[src/rtl/perf_counter_bank_pkg.sv]
// Shared constants for the performance-counter bank: default geometry,
// cycle-counter slot and the event channel map used by the core wiring.
package perf_pkg;
  localparam int NUM_EVT_DEF = 8;
  localparam int CNT_W_DEF   = 48;
  localparam int CYC_IDX     = NUM_EVT_DEF;

  localparam int EVT_IFU_VALID = 0;
  localparam int EVT_IC_HIT    = 1;
  localparam int EVT_IC_MISS   = 2;
  localparam int EVT_LSU_RD    = 3;
  localparam int EVT_LSU_WR    = 4;
  localparam int EVT_LSU_WAIT  = 5;
  localparam int EVT_BR_MISS   = 6;
  localparam int EVT_STALL     = 7;

  function automatic int idx_width(input int num_evt);
    return $clog2(num_evt + 1);
  endfunction
endpackage

[src/rtl/perf_counter_bank_if.sv]
// Read port of the counter bank: request channel (rd_*) and 1-deep response channel (rsp_*).
interface perf_counter_bank_if #(
  parameter int NUM_EVT = perf_pkg::NUM_EVT_DEF,
  parameter int CNT_W   = perf_pkg::CNT_W_DEF,
  parameter int IDX_W   = perf_pkg::idx_width(NUM_EVT)
);
  // Both channels are valid/ready: a transfer happens on a rising edge where
  // valid && ready; the sender holds valid and its payload stable until then.
  logic             rd_req;
  logic             rd_rdy;
  logic [IDX_W-1:0] rd_idx;
  logic             rsp_valid;
  logic             rsp_ready;
  logic [CNT_W-1:0] rsp_data;
  logic             rsp_err;

  modport master (
    output rd_req, rd_idx, rsp_ready,
    input  rd_rdy, rsp_valid, rsp_data, rsp_err
  );

  modport slave (
    input  rd_req, rd_idx, rsp_ready,
    output rd_rdy, rsp_valid, rsp_data, rsp_err
  );
endinterface

[src/rtl/perf_counter_bank_cell.sv]
// One counter slot: live counter with wrap/saturate, sticky overflow flag and snapshot shadow.
module perf_counter_cell import perf_pkg::*; #(
  parameter int CNT_W    = CNT_W_DEF,
  parameter bit SATURATE = 1'b0
) (
  input  logic             clk,
  input  logic             reset,
  input  logic             inc,
  input  logic             clr,
  input  logic             snap,
  output logic [CNT_W-1:0] live,
  output logic [CNT_W-1:0] shadow,
  output logic             ovf
);
  localparam logic [CNT_W-1:0] ALL_ONES = '1;

  always_ff @(posedge clk) begin
    if (reset) begin
      live   <= '0;
      shadow <= '0;
      ovf    <= 1'b0;
    end else begin
      // Shadow takes the pre-clear, pre-increment value, so snap+clr is an atomic read-and-reset.
      if (snap) shadow <= live;
      if (clr) begin
        live <= '0;
        ovf  <= 1'b0;
      end else if (inc) begin
        if (live == ALL_ONES) begin
          ovf  <= 1'b1;
          live <= SATURATE ? ALL_ONES : '0;
        end else begin
          live <= live + CNT_W'(1);
        end
      end
    end
  end
endmodule

[src/rtl/perf_counter_bank.sv]
// Performance-counter bank: NUM_EVT event counters plus a cycle counter, with
// global enable/clear/snapshot and a valid/ready read port onto the shadow registers.
module perf_counter_bank import perf_pkg::*; #(
  parameter int NUM_EVT  = NUM_EVT_DEF,
  parameter int CNT_W    = CNT_W_DEF,
  parameter bit SATURATE = 1'b0,
  parameter int IDX_W    = idx_width(NUM_EVT)
) (
  input  logic               clk,
  input  logic               reset,
  input  logic               cnt_en,
  input  logic [NUM_EVT-1:0] evt,
  input  logic               clr,
  input  logic               snap,
  perf_counter_bank_if.slave rd,
  output logic [NUM_EVT:0]   ovf
);
  logic [NUM_EVT:0]   inc;
  logic [CNT_W-1:0]   live_unused [NUM_EVT+1];
  logic [CNT_W-1:0]   shadow      [NUM_EVT+1];
  logic [CNT_W-1:0]   sel_data;
  logic               sel_err;
  logic               accept;
  logic               rsp_valid_q;
  logic               rsp_err_q;
  logic [CNT_W-1:0]   rsp_data_q;

  // Top slot is the cycle counter: it counts every enabled cycle.
  assign inc = {(NUM_EVT + 1){cnt_en}} & {1'b1, evt};

  for (genvar i = 0; i <= NUM_EVT; i++) begin : g_cell
    perf_counter_cell #(.CNT_W(CNT_W), .SATURATE(SATURATE)) u_cell (
      .clk    (clk),
      .reset  (reset),
      .inc    (inc[i]),
      .clr    (clr),
      .snap   (snap),
      .live   (live_unused[i]),
      .shadow (shadow[i]),
      .ovf    (ovf[i])
    );
  end

  assign sel_err = (rd.rd_idx > IDX_W'(NUM_EVT));

  always_comb begin
    sel_data = '0;
    for (int i = 0; i <= NUM_EVT; i++) begin
      if (rd.rd_idx == IDX_W'(i)) sel_data = shadow[i];
    end
  end

  assign rd.rd_rdy = !rsp_valid_q || rd.rsp_ready;
  assign accept    = rd.rd_req && rd.rd_rdy;

  always_ff @(posedge clk) begin
    if (reset) begin
      rsp_valid_q <= 1'b0;
      rsp_err_q   <= 1'b0;
      rsp_data_q  <= '0;
    end else if (accept) begin
      rsp_valid_q <= 1'b1;
      rsp_err_q   <= sel_err;
      rsp_data_q  <= sel_data;
    end else if (rd.rsp_ready) begin
      rsp_valid_q <= 1'b0;
    end
  end

  assign rd.rsp_valid = rsp_valid_q;
  assign rd.rsp_err   = rsp_err_q;
  assign rd.rsp_data  = rsp_data_q;
endmodule

[src/flat_wrapper.sv]
// flat-port wrapper written by rule: the top's interface ports become plain ports
module perf_counter_bank_flat import perf_pkg::*;
#(
  parameter int NUM_EVT  = NUM_EVT_DEF,
  parameter int CNT_W    = CNT_W_DEF,
  parameter bit SATURATE = 1'b0,
  parameter int IDX_W    = idx_width(NUM_EVT)
)
  (clk, reset, cnt_en, evt, clr, snap, ovf, rd_rd_req, rd_rd_idx, rd_rsp_ready, rd_rd_rdy, rd_rsp_valid, rd_rsp_data, rd_rsp_err);
  perf_counter_bank_if #(.NUM_EVT(NUM_EVT), .CNT_W(CNT_W), .IDX_W(IDX_W)) rd_i ();
  input  logic clk;
  input  logic reset;
  input  logic cnt_en;
  input  logic [NUM_EVT-1:0] evt;
  input  logic clr;
  input  logic snap;
  output logic [NUM_EVT:0] ovf;
  input wire logic [$bits(rd_i.rd_req)-1:0] rd_rd_req;
  input wire logic [$bits(rd_i.rd_idx)-1:0] rd_rd_idx;
  input wire logic [$bits(rd_i.rsp_ready)-1:0] rd_rsp_ready;
  output wire logic [$bits(rd_i.rd_rdy)-1:0] rd_rd_rdy;
  output wire logic [$bits(rd_i.rsp_valid)-1:0] rd_rsp_valid;
  output wire logic [$bits(rd_i.rsp_data)-1:0] rd_rsp_data;
  output wire logic [$bits(rd_i.rsp_err)-1:0] rd_rsp_err;
  assign rd_i.rd_req = rd_rd_req;
  assign rd_i.rd_idx = rd_rd_idx;
  assign rd_i.rsp_ready = rd_rsp_ready;
  assign rd_rd_rdy = rd_i.rd_rdy;
  assign rd_rsp_valid = rd_i.rsp_valid;
  assign rd_rsp_data = rd_i.rsp_data;
  assign rd_rsp_err = rd_i.rsp_err;
  perf_counter_bank #(.NUM_EVT(NUM_EVT), .CNT_W(CNT_W), .SATURATE(SATURATE), .IDX_W(IDX_W)) u_core (.clk(clk), .reset(reset), .cnt_en(cnt_en), .evt(evt), .clr(clr), .snap(snap), .rd(rd_i), .ovf(ovf));
endmodule
[config.mk]
export PLATFORM = sky130hd
export DESIGN_NAME = perf_counter_bank_flat
export DESIGN_NICKNAME = d
export VERILOG_FILES = /design/src/rtl/perf_counter_bank_pkg.sv /design/src/rtl/perf_counter_bank_if.sv /design/src/rtl/perf_counter_bank_cell.sv /design/src/rtl/perf_counter_bank.sv /design/src/flat_wrapper.sv
export SDC_FILE = /design/constraint.sdc
export NUM_CORES = 2
export LEC_CHECK = 0
export ABC_CLOCK_PERIOD_IN_PS = 2700
export BUFFER_PORTS_ARGS = -buffer_cell sky130_fd_sc_hd__buf_2
export CORE_ASPECT_RATIO = 1.5
export CORE_UTILIZATION = 55
export CTS_BUF_LIST = sky130_fd_sc_hd__clkbuf_8
export CTS_CLUSTER_DIAMETER = 40
export DETAILED_ROUTE_END_ITERATION = 6
export GPL_TIMING_DRIVEN = 0
export HOLD_SLACK_MARGIN = 0.02
export PLACE_DENSITY = 0.74
export SYNTH_ARGS = -nofsm -noshare
export SYNTH_HDL_FRONTEND = slang
export SYNTH_SLANG_ARGS = --single-unit
export TNS_END_PERCENT = 5
[constraint.sdc]
create_clock -name clk -period 2.7 [get_ports clk]
set_input_delay 0.405 -clock clk [delete_from_list [all_inputs] [get_ports clk]]
set_output_delay 0.405 -clock clk [all_outputs]
set_load 0.01 [all_outputs]
# [Word-level counts from Yosys, hierarchy flattened]
# Index checks and enable logic that the tools add are counted.
# W data, S select, Z words.
[classes] div_mod_pow=0 n_eq_ne=17 magnitude_cmp=1 n_reduce_logical=15 mul=0 muxes=20 n_bitwise=1 n_shift=0 addsub=9
[op_table] operator="$mux W48" count=18
[op_table] operator="$add A48 B1 Y48 const B" count=9
[op_table] operator="$eq A48 B48 Y1 const B" count=9
[op_table] operator="$reduce_and A2 Y1" count=9
[op_table] operator="$eq A4 B3 Y1 const B" count=4
[op_table] operator="$and A9 B9 Y9" count=1
[op_table] operator="$eq A4 B2 Y1 const B" count=2
[op_table] operator="$eq A4 B1 Y1 const B" count=1
[op_table] operator="$eq A4 B4 Y1 const B" count=1
[op_table] operator="$gt A4 B4 Y1 const B" count=1
[op_table] operator="$logic_not A4 Y1" count=1
[op_table] operator="$mux W1" count=2
[op_table] operator="$reduce_bool A2 Y1" count=1
[op_table] operator="$reduce_or A2 Y1" count=1
[op_table] operator="$logic_and A1 B1 Y1" count=1
[op_table] operator="$logic_not A1 Y1" count=1
[op_table] operator="$logic_or A1 B1 Y1" count=1
[word_totals] register_bits=923 n_memories=0 mem_bits_rw=0 latch_bits=0 input_bits=19 wordCells=93 romBits=0 output_inout_bits=60

# [Depth between registers and ports, before layout]
[logic_depth] word_depth=10 mapped_depth=8 ltp_nobuf=6

# [By module]
# A second synthesis with hierarchy kept.
[unflattened] hier_cells=4616 area_unflattened_um2=42115.4
[by_module_without_submodules] module="perf_counter_cell" cells_each=438 area_each_um2=4056.4 seq_area_each_um2=1941.9 instances=9
[by_module_without_submodules] module="perf_counter_bank" cells_each=674 area_each_um2=5607.9 seq_area_each_um2=1001.0 instances=1

# [Least setup slack after synthesis]
# No wires, ideal clock.
[synth_path] kind="register to register" startpoint="register u_core.g_cell[1].u_cell.live[5]" endpoint="register u_core.g_cell[1].u_cell.live[2]" setup_slack_ns=0.488 required_time_ns=2.583 arrival_time_ns=2.094 setup_ns=0.117 stages_incl_launch_ff=9 n_path_buf=3 period_less_slack_ns=2.212 cell_sequence="dfxtp_1 -> clkbuf_1 -> and4_1 -> and4_1 -> clkbuf_1 -> nand4_1 -> o31ai_2 -> buf_2 -> nor2_1"
[synth_between] elab_chain_len=2
[synth_lines] item="start: declaration" line="perf_counter_bank_cell.sv:11" source="output logic [CNT_W-1:0] live,"
[synth_lines] item="start signal: assignment" line="perf_counter_bank_cell.sv:31" source="live <= SATURATE ? ALL_ONES : '0;"
[synth_lines] item="start signal: assignment" line="perf_counter_bank_cell.sv:33" source="live <= live + CNT_W'(1);"
[synth_lines] item="$eq A48 B48 Y1" line="perf_counter_bank_cell.sv:29" source="if (live == ALL_ONES) begin"
[synth_lines] item="$mux W48" line="perf_counter_bank_cell.sv:29"
# No other way between the ends.
# A chain may end at the register's enable or synchronous reset.

# [Final worst setup path]
[layout_path] startpoint="input cnt_en" endpoint="register u_core.g_cell[2].u_cell.live[43]"
[layout_between] elab_chain_len=1
[layout_lines] item="start: declaration" line="flat_wrapper.sv:13" source="input logic cnt_en;"
[layout_lines] item="$and A9 B9 Y9" line="perf_counter_bank.sv:29" source="assign inc = {(NUM_EVT + 1){cnt_en}} & {1'b1, evt};"
[layout_lines] item="end signal: assignment" line="perf_counter_bank_cell.sv:31"
[layout_lines] item="end signal: assignment" line="perf_counter_bank_cell.sv:33"
[layout_lines] item="end: declaration" line="perf_counter_bank_cell.sv:11"
# No other way between the ends.

==> reports/qor.yml <==
outcome: "finished, violations left"
violations: "slew limit, setup timing"
drive_gt1_frac: 0.0798
finClkSkew_ns: 0.0355
total_power_w: 0.0266
crit_fanout: 10
core_um2: 71600
swShare: 0.240
crit_buf_inv: 4
setup_viol: 21
ios: 79
critPathLaunchType: "input pin"
seqPwrFrac: 0.517
place_area_um2: 41500
start_util: 0.558
grt_setup_unrepaired: "yes"
fillers: 6139
dp_slack_ns: -1.52
final_cells: 5715
synthTopCellsByArea: "dfxtp_1 (46%), mux2i_1 (12%), nor2_1 (8.4%), xnor2_1 (4.7%), xor2_1 (2.7%)"
p_switching_w: 0.00637
drt_iter0_markers: 3028
holdWs_ns: 0.0892
yosysMostFrequentCell: "dfxtp_1"
worstPathCellList: "buf_2 -> buf_2 -> clkbuf_4 -> clkbuf_4 -> nand4_1 -> nor3_1 -> nand4bb_1 -> or3_1 -> a21oi_1"
first_global_vias: 32700
timing_hold_violations_final: 0
synth_warnings: 0
synthFlopType: "dfxtp_1"
overflow: 0
cp.required_ns: 3.45
min_period_over_period: 1.03
peakVddDrop_v: 0.000502
tightest_slew_ns: 1.64
dp_cells: 5454
fp.dieArea_um2: 73800
viasPerCell: 6.06
use_met1: 0.382
cpPeakStageDelay_ns: 0.49
hold_path.class: "in2reg"
seq_area_frac_synth: 0.462
synth_top_cell_area_share: 0.462
met2_usage: 0.566
arrival_ns: 3.54
synth_cells: 4465
reg2reg_slack_ns: -0.05
vias: 34600
portBuffers: 74
dpl.hpwl_um: 96700
drv_slew: 2
wire_per_inst_um: 22.4
grt_usage: 0.341
clock_sinks: 923
dr.pass1.iters: 7
wl_um: 128000
grt_use_met3: 0.0701
root_buffer: "clkbuf_8"
path_clk_slew_ns: 0.07
htree_levels: 4
ys_seq_elements: 923
gp_congestion: 1.13
synth_area_um2: 40000
antenna_found_initial: 5
synth_edf_count: 0
slew_headroom: -0.0939
cts_buffers: 139
cts_max_path_buffers: 3
fin_nets: 4725
ys_types: 57
fin_crit_ns: 2.79
final_design_area_no_fill_um2: 44700
grt_first_pass_wirelength_um: 192000
top_usage_layer: "met2"
leakagePower_nw: 16.0
synth_top_area_cell: "dfxtp_1"
area_growth_pct: 11.9
grt_max_degree: 17
fmax_ghz: 0.359
cap_violations: 0
drc_errors: 0
cpMaxStageDelayCell: "buf_2"
setup_ws_ns: -0.0867
avgSynthCellArea_um2: 8.96
critical_path.top_delay_family: "buffers and inverters"
intPower_w: 0.0202
fp.dieH_um: 332
num_rows: 120
synth.top_cells.by_count: "dfxtp_1 (923), nor2_1 (890), mux2i_1 (477)"
die_w_um: 222
p_per_area_nw_per_um2: 594
insertion_delay_ns: 0.82
async_flop_share: 0
cts_tree: "yes"
ant_nets: 0
path_class: "in2reg"
cp-end-kind: "register"
power_frac_comb: 0.044
synth.net_count: 4493
clockPowerShare: 0.439
-- power groups by stage --
stage          logic, W  clock network [W]  registers, W
2_1_floorplan  0.000692                  0        0.0140
3_3_place_gp    0.00111                  0        0.0140
3_5_place_dp    0.00112                  0        0.0140
4_1_cts         0.00115             0.0117        0.0137
5_1_grt         0.00123             0.0124        0.0137
6_report        0.00117             0.0117        0.0137
-- tightest hold or removal path: cells and delay by family --
family                 cells  cell delay, ns
AND/OR/NAND/NOR            3            0.28
buffers and inverters      1            0.11
AO/OA/AOI/OAI              1            0.07
-- layout by cell type, fill, tap and decap left out, drive strengths merged, types with 107 or more instances in the layout --
cell type / n
clkbuf: 387
xor2: 124
a21oi: 172
mux2i: 477
nand3: 163
dfxtp: 923
nand2: 190
buf: 165
xnor2: 214
nand4: 172
nor4: 107
nor2: 890
-- through the flow --
step                setup TNS (ns)   util
floorplan                        0      -
global placement           -643.36  0.580
detailed placement         -378.29  0.580
CTS                         -0.349  0.623
global route                 -8.36  0.625
finish                      -0.600  0.625
-- sequential cells by signal, indices dropped and copies added (netlist names) --
register	cells
u_core.g_cell.u_cell.live	432
u_core.g_cell.u_cell.shadow	432
u_core.rd.rsp_data	48
u_core.g_cell.u_cell.ovf	9
u_core.rd.rsp_err	1
u_core.rd.rsp_valid	1
-- logic make-up (layout without fill, tap and decap cells) --
group | count (synthesis) | in the layout | share of synthesized area
other | 0 | 1 | 0
xor gates and xnor gates | 338 | 338 | 0.0740
and+or+nand+nor | 1879 | 1879 | 0.226
buffers and inverters | 343 | 677 | 0.0339
DFF | 923 | 923 | 0.462
adders and majority gates | 9 | 9 | 0.00282
AOI/OAI and AO/OA | 494 | 494 | 0.0811
muxes | 479 | 479 | 0.120
-- final cells by class --
type,instances,area [µm²],share of cell area
Inverter,49,184,0.00411
Tap cell,915,1140,0.0256
Clock buffer,178,2450,0.0548
Timing Repair Buffer,92,533,0.0119
Multi-Input combinational cell,3199,20400,0.455
Sequential cell,923,18500,0.413
Antenna cell,1,2.50,0.0000559
Clock inverter,65,372,0.00831
Buffer,293,1220,0.0272
-- path summary, 6_finish.rpt --
| check | start | endpoint | cells after the start |
|---|---|---|---|
| min reg2reg | u_core.g_cell[5].u_cell.ovf$_SDFFE_PP0P_ | u_core.g_cell[5].u_cell.ovf$_SDFFE_PP0P_ | 1 |
| max | cnt_en | u_core.g_cell[2].u_cell.live[43]$_SDFFE_PP0P_ | 9 |
| max reg2reg | u_core.g_cell[8].u_cell.live[1]$_SDFFE_PP0P_ | u_core.g_cell[8].u_cell.live[44]$_SDFFE_PP0P_ | 7 |
| min | rd_rd_idx[1] | u_core.rd.rsp_err$_SDFFE_PP0P_ | 5 |
-- routing by layer --
| metal | share of wire | wire, µm |
|---|---|---|
| met2 | 0.47 | 59500 |
| met5 | 0.00016 | 21 |
| met1 | 0.38 | 48100 |
| met4 | 0.086 | 11000 |
| met3 | 0.073 | 9340 |
-- repair_timing --
item / CTS / global route
pin swaps: 6 / 7
hold buffers: 11 / 0
setup buffers: 4 / 2
resized for setup: 36 / 32
setup endpoints to repair: 371 / 346
hold endpoints to repair: 20 / 0
(Power assumes the default switching activity.)
